**src/rtl/prio_encoder_sync.sv**
```systemverilog
// Registered, debounced 8-to-3 priority encoder for active-low request lines (bit 7 highest).
// Latency: code valid DEBOUNCE_CYCLES+2 edges after a stable request; oGS 2 edges after iData.
// Backpressure: a held code stays frozen until iAck; ENC_OVERRUN_EN adds the sticky oOverrun flag.
module prio_encoder_sync #(
  parameter int DEBOUNCE_CYCLES = 4,
  parameter int CNT_W           = 3
) (
  input  logic       iClk,
  input  logic       iRst_n,
  input  logic [7:0] iData,
  input  logic [1:0] iEna,
  input  logic       iAck,
  output logic [2:0] oData,
  output logic       oValid,
  output logic       oGS
`ifdef ENC_OVERRUN_EN
  ,
  output logic       oOverrun
`endif
);

  typedef enum logic [1:0] {
    IDLE     = 2'd0,
    DEBOUNCE = 2'd1,
    HOLD     = 2'd2,
    RELEASE  = 2'd3
  } state_t;

  localparam logic [CNT_W-1:0] CNT_LAST = CNT_W'(DEBOUNCE_CYCLES - 1);

  state_t           state;
  state_t           stateNxt;
  logic [7:0]       smp;
  logic [7:0]       act;
  logic             en;
  logic             req;
  logic [2:0]       code;
  logic [2:0]       cand;
  logic [2:0]       candNxt;
  logic [CNT_W-1:0] cnt;
  logic [CNT_W-1:0] cntNxt;
  logic [2:0]       dataNxt;
  logic             validNxt;
`ifdef ENC_OVERRUN_EN
  logic             overrunNxt;
`endif

  // Request decode works on the registered sample so every decision sees one consistent snapshot.
  always_comb begin
    act  = ~smp;
    en   = (iEna == 2'b10);
    req  = en & (|act);
    code = 3'd0;
    for (int k = 0; k < 8; k++) begin
      if (act[k]) begin
        code = 3'(k);
      end
    end
  end

  always_ff @(posedge iClk) begin
    if (!iRst_n) begin
      state <= IDLE;
    end else begin
      state <= stateNxt;
    end
  end

  always_comb begin
    stateNxt = state;
    candNxt  = cand;
    cntNxt   = cnt;
    dataNxt  = oData;
    validNxt = oValid;
`ifdef ENC_OVERRUN_EN
    overrunNxt = oOverrun;
`endif
    unique case (state)
      IDLE: begin
        if (req) begin
          candNxt  = code;
          cntNxt   = '0;
          stateNxt = DEBOUNCE;
        end
      end
      DEBOUNCE: begin
        if (!req || (code != cand)) begin
          cntNxt   = '0;
          stateNxt = IDLE;
        end else if (cnt == CNT_LAST) begin
          dataNxt  = cand;
          validNxt = 1'b1;
          stateNxt = HOLD;
        end else begin
          cntNxt = cnt + 1'b1;
        end
      end
      HOLD: begin
        if (iAck) begin
          validNxt = 1'b0;
          stateNxt = RELEASE;
`ifdef ENC_OVERRUN_EN
          overrunNxt = 1'b0;
`endif
        end
`ifdef ENC_OVERRUN_EN
        else if (req && (code != oData)) begin
          overrunNxt = 1'b1;
        end
`endif
      end
      RELEASE: begin
        // One code per press: wait for the key to be let go before arming again.
        if (!req) begin
          stateNxt = IDLE;
        end
      end
      default: stateNxt = IDLE;
    endcase
  end

  always_ff @(posedge iClk) begin
    if (!iRst_n) begin
      smp    <= 8'hFF;
      cand   <= 3'd0;
      cnt    <= '0;
      oData  <= 3'd0;
      oValid <= 1'b0;
      oGS    <= 1'b0;
    end else begin
      smp    <= iData;
      cand   <= candNxt;
      cnt    <= cntNxt;
      oData  <= dataNxt;
      oValid <= validNxt;
      oGS    <= req;
    end
  end

`ifdef ENC_OVERRUN_EN
  always_ff @(posedge iClk) begin
    if (!iRst_n) begin
      oOverrun <= 1'b0;
    end else begin
      oOverrun <= overrunNxt;
    end
  end
`endif

endmodule

```
**config.mk**
```make
export PLATFORM = sky130hd
export DESIGN_NAME = prio_encoder_sync
export DESIGN_NICKNAME = d
export VERILOG_FILES = /design/src/rtl/prio_encoder_sync.sv
export SDC_FILE = /design/constraint.sdc
export NUM_CORES = 1
export LEC_CHECK = 0
export CAP_MARGIN = 20
export CORE_MARGIN = 1.5
export CORE_UTILIZATION = 49
export CTS_CLUSTER_SIZE = 30
export DETAILED_ROUTE_END_ITERATION = 12
export MAX_ROUTING_LAYER = met4
export PLACE_DENSITY = 0.77
export SLEW_MARGIN = 5
export SYNTH_ARGS = -nofsm -noshare
export SYNTH_HDL_FRONTEND = slang
export SYNTH_SLANG_ARGS = --single-unit
```
**constraint.sdc**
```tcl
create_clock -name iClk -period 2.1 [get_ports iClk]
set_input_delay 0.42 -clock iClk [delete_from_list [all_inputs] [get_ports iClk]]
set_output_delay 0.42 -clock iClk [all_outputs]
set_load 0.05 [all_outputs]
```
==> flow_summary.html <==
<table>
<tr><th>Metric</th><th>Value</th></tr>
<tr><th colspan="2">Global route</th></tr>
<tr><td>Combined global-route utilization of all metal layers</td><td>0.177</td></tr>
<tr><td>First-pass GRT wire length</td><td>2590 um</td></tr>
<tr><td>Maximum number of pins on one net before global-route repair</td><td>15</td></tr>
<tr><td>Via count of the first global-routing pass</td><td>667</td></tr>
<tr><td>Antenna violations before repair</td><td>0</td></tr>
<tr><td>Remaining Overflow, GRT</td><td>0</td></tr>
<tr><th colspan="2">Timing</th></tr>
<tr><td>Total of endpoints with negative setup slack in the final report</td><td>0</td></tr>
<tr><td>Clock period minus worst slack</td><td>1.88 ns</td></tr>
<tr><td>Final hold vios</td><td>0</td></tr>
<tr><td>Max Fclk</td><td>0.533 GHz</td></tr>
<tr><td>Setup TNS after final layout</td><td>0 ns</td></tr>
<tr><td>Max-slew violation count</td><td>0</td></tr>
<tr><td>Transition time of the tightest slew-check pin</td><td>0.497 ns</td></tr>
<tr><td>Clock skew</td><td>0.00259 ns</td></tr>
<tr><td>Post-layout worst setup margin</td><td>0.223 ns</td></tr>
<tr><td>Worst slew margin relative to its limit</td><td>0.668</td></tr>
<tr><td>Post-route clock period utilization</td><td>0.894</td></tr>
<tr><td>RSZ-0062 raised after global routing</td><td>false</td></tr>
<tr><th colspan="2">Critical path</th></tr>
<tr><td>Critical path, cell by cell</td><td>clkdlybuf4s50_1</td></tr>
<tr><td>Critical Path Slowest Stage Cell</td><td>sky130_fd_sc_hd__clkdlybuf4s50_1</td></tr>
<tr><td>Nature of the critical path endpoint</td><td>primary output</td></tr>
<tr><td>Cell family contributing the most delay on the critical path</td><td>buffers and inverters</td></tr>
<tr><td>Data required time of the worst path</td><td>1.68 ns</td></tr>
<tr><td>Crit path launch type</td><td>flop</td></tr>
<tr><td>Worst path arrival time</td><td>1.46 ns</td></tr>
<tr><td>Worst setup path category</td><td>flop to primary output</td></tr>
<tr><td>Highest net fanout along the worst path</td><td>2</td></tr>
<tr><td>Buffer and inverter count on the worst path</td><td>1</td></tr>
<tr><td>Largest stage delay on the critical path</td><td>0.81 ns</td></tr>
<tr><th colspan="2">Final layout</th></tr>
<tr><td>Post-route cell area</td><td>1140 um2</td></tr>
<tr><td>Multi-input gate area in the final layout</td><td>457 um2</td></tr>
<tr><td>Fin nets</td><td>132</td></tr>
<tr><td>Area added between synthesis and finish</td><td>27.1%</td></tr>
<tr><td>Layout fillers</td><td>157</td></tr>
<tr><td>Flip-flop and latch area</td><td>420 um2</td></tr>
<tr><td>Share of final-layout standard cells stronger than drive strength 1</td><td>0.0862</td></tr>
<tr><td>Antenna Cells</td><td>0</td></tr>
<tr><th colspan="2">Routing</th></tr>
<tr><td>Number of DRC violations after detailed routing</td><td>0</td></tr>
<tr><td>Routed vias</td><td>722</td></tr>
<tr><td>First-pass DRT Iterations</td><td>4</td></tr>
<tr><td>Via density</td><td>5.12</td></tr>
<tr><td>Routed WL</td><td>1580 um</td></tr>
<tr><td>Average wire per cell in the routed design</td><td>11.2 um</td></tr>
<tr><td>Detail Route Antenna Nets</td><td>0</td></tr>
<tr><td>Starting DRT DRC Count</td><td>13</td></tr>
<tr><th colspan="2">Synth</th></tr>
<tr><td>Post-Syn Instances</td><td>94</td></tr>
<tr><td>Mapped Nets</td><td>109</td></tr>
<tr><td>Synthesized area per cell</td><td>9.53 um2</td></tr>
<tr><td>Netlist area before placement</td><td>896 um2</td></tr>
<tr><td>Count of warnings emitted by yosys</td><td>0</td></tr>
<tr><td>Count of unique library cells instantiated by Yosys</td><td>28</td></tr>
<tr><td>Share of synthesized area occupied by flip-flops and latches</td><td>0.469</td></tr>
<tr><td>Count of state elements after synthesis</td><td>21</td></tr>
<tr><th colspan="2">Clocking</th></tr>
<tr><td>Clock tree from TritonCTS</td><td>done</td></tr>
<tr><td>Sink Count</td><td>21</td></tr>
<tr><td>Number of buffers created by CTS</td><td>3</td></tr>
<tr><td>Post-CTS Repair Setup Buffers</td><td>0</td></tr>
<tr><td>Hold-fix buffers, CTS</td><td>0</td></tr>
<tr><td>Number of levels in the clock H-tree</td><td>1</td></tr>
<tr><td>Clk Latency, worst-skew pair</td><td>0.30 ns</td></tr>
<tr><td>Worst-case clock buffer depth</td><td>2</td></tr>
<tr><td>Resized Gates After CTS</td><td>0</td></tr>
<tr><td>Clock-pin slew reported for the worst setup and hold paths after clock tree synthesis</td><td>0.11 ns</td></tr>
<tr><td>CTS Root Cell</td><td>sky130_fd_sc_hd__clkbuf_4</td></tr>
<tr><th colspan="2">Power and ir drop</th></tr>
<tr><td>Overall power after layout</td><td>0.708 mW</td></tr>
<tr><td>Power Density</td><td>622 nW/um2</td></tr>
<tr><td>Leakage Power</td><td>0.447 nW</td></tr>
<tr><td>IR Drop Worst-Case VDD</td><td>0.431 mV</td></tr>
<tr><th colspan="2">Die</th></tr>
<tr><td>Starting density of the core</td><td>0.519</td></tr>
<tr><td>Boundary Pins</td><td>18</td></tr>
<tr><td>CORE AREA</td><td>1730 um2</td></tr>
<tr><td>Row count</td><td>15</td></tr>
<tr><td>Die extent in y</td><td>45.8 um</td></tr>
<tr><td>Total Die Area</td><td>2090 um2</td></tr>
<tr><td>Horizontal extent of the die</td><td>45.8 um</td></tr>
<tr><th colspan="2">Placed design</th></tr>
<tr><td>Routability Congestion</td><td>0.822</td></tr>
<tr><td>Worst-case setup slack after placement</td><td>0.0632 ns</td></tr>
<tr><td>Area of placed instances</td><td>1110 um2</td></tr>
<tr><td># port buffers</td><td>17</td></tr>
<tr><td>Half-perimeter wire length after detailed placement</td><td>1240 um</td></tr>
<tr><th colspan="2">Worst hold path</th></tr>
<tr><td>HP Class</td><td>flop to flop</td></tr>
<tr><th colspan="2">Status</th></tr>
<tr><td>Outcome</td><td>finished, final reports clean</td></tr>
<tr><th colspan="2">Flow run</th></tr>
<tr><td>Max Cap Violations</td><td>0</td></tr>
</table>
==> final cells by class <==
type,instances,area share
clock buffers,4,0.0231
inverters,3,0.00989
multi-input cells,68,0.401
flip-flops and latches,21,0.369
well taps,25,0.0275
repair buffers,20,0.169
==> logic make-up (layout without fill, tap and decap cells) <==
kind of cell,count (synthesis),count (layout),synth area share
simple gates,44,44,0.289
fa+ha+maj,2,2,0.0279
compound gates,17,17,0.138
buf+inv,5,27,0.0210
mux,4,4,0.0447
flops,21,21,0.469
xor+xnor,1,1,0.00978
==> report_power, final <==
part           switching (mW)  leakage [nW]  internal (mW)
clock network           0.115        0.0150         0.0740
logic                  0.0428         0.259         0.0518
registers              0.0122         0.172          0.413
==> final timing paths <==
kind | start | to | slack, ns | cells after the start
setup / recovery | oData[2]$_SDFFE_PN0P_ | oData[2] | 0.22 | 1
hold / removal | cnt[2]$_SDFFE_PN0P_ | cnt[2]$_SDFFE_PN0P_ | 0.48 | 2
setup reg to reg | smp[3]$_SDFF_PN1_ | cnt[1]$_SDFFE_PN0P_ | 0.33 | 7
hold reg to reg | cnt[2]$_SDFFE_PN0P_ | cnt[2]$_SDFFE_PN0P_ | 0.48 | 2
==> synth_stat cells (all sizes together) <==
library cell / n / area share
nand3: 1 / 0.0056
o22ai: 3 / 0.021
a211oi: 1 / 0.0084
ha: 2 / 0.028
o21ba: 1 / 0.011
nor3: 2 / 0.011
dfxtp: 21 / 0.47
nor2: 4 / 0.017
mux2i: 4 / 0.045
nand2: 12 / 0.050
a21oi: 3 / 0.017
nand4: 2 / 0.021
nand2b: 10 / 0.070
o21a: 1 / 0.0084
nor2b: 8 / 0.056
o21ai: 3 / 0.017
nor3b: 1 / 0.0084
nor4: 2 / 0.031
and2: 1 / 0.0070
nand4bb: 1 / 0.013
inv: 3 / 0.013
clkbuf: 2 / 0.0084
xnor2: 1 / 0.0098
a31oi: 1 / 0.014
o211a: 3 / 0.034
a21o: 1 / 0.0084
==> routing by layer <==
metal,track usage,share of wire,vias to the layer above
met3,0.0238,0.047,6
met1,0.208,0.46,323
met5,-,0,-
li1,-,-,371
met2,0.290,0.47,22
met4,0.0971,0.023,0
==> flip-flops by register name, indices dropped and copies added, names as in the netlist, named ones only <==
name	count
oData	3
oGS	1
oValid	1
cand	3
state	1
cnt	3
smp	8
==> stage by stage <==
step / cells / hold WS, ns / utilization
after floorplan: 94 / 0.447 / -
after global placement: 137 / 0.456 / 0.644
after detailed placement: 137 / 0.469 / 0.644
after CTS: 141 / 0.484 / 0.659
after global routing: 141 / 0.499 / 0.659
final: 141 / 0.480 / 0.659
==> cells in the final DEF, fill, tap and decap left out, drive strengths merged <==
| cell | netlist | routed |
|---|---|---|
| a211oi | 1 | 1 |
| a21o | 1 | 1 |
| a21oi | 3 | 3 |
| a31oi | 1 | 1 |
| and2 | 1 | 1 |
| buf | 0 | 3 |
| clkbuf | 2 | 4 |
| clkdlybuf4s50 | 0 | 17 |
| dfxtp | 21 | 21 |
| ha | 2 | 2 |
| inv | 3 | 3 |
| mux2i | 4 | 4 |
| nand2 | 12 | 12 |
| nand2b | 10 | 10 |
| nand3 | 1 | 1 |
| nand4 | 2 | 2 |
| nand4bb | 1 | 1 |
| nor2 | 4 | 4 |
| nor2b | 8 | 8 |
| nor3 | 2 | 2 |
| nor3b | 1 | 1 |
| nor4 | 2 | 2 |
| o211a | 3 | 3 |
| o21a | 1 | 1 |
| o21ai | 3 | 3 |
| o21ba | 1 | 1 |
| o22ai | 3 | 3 |
| xnor2 | 1 | 1 |
(Power assumes the default switching activity.)
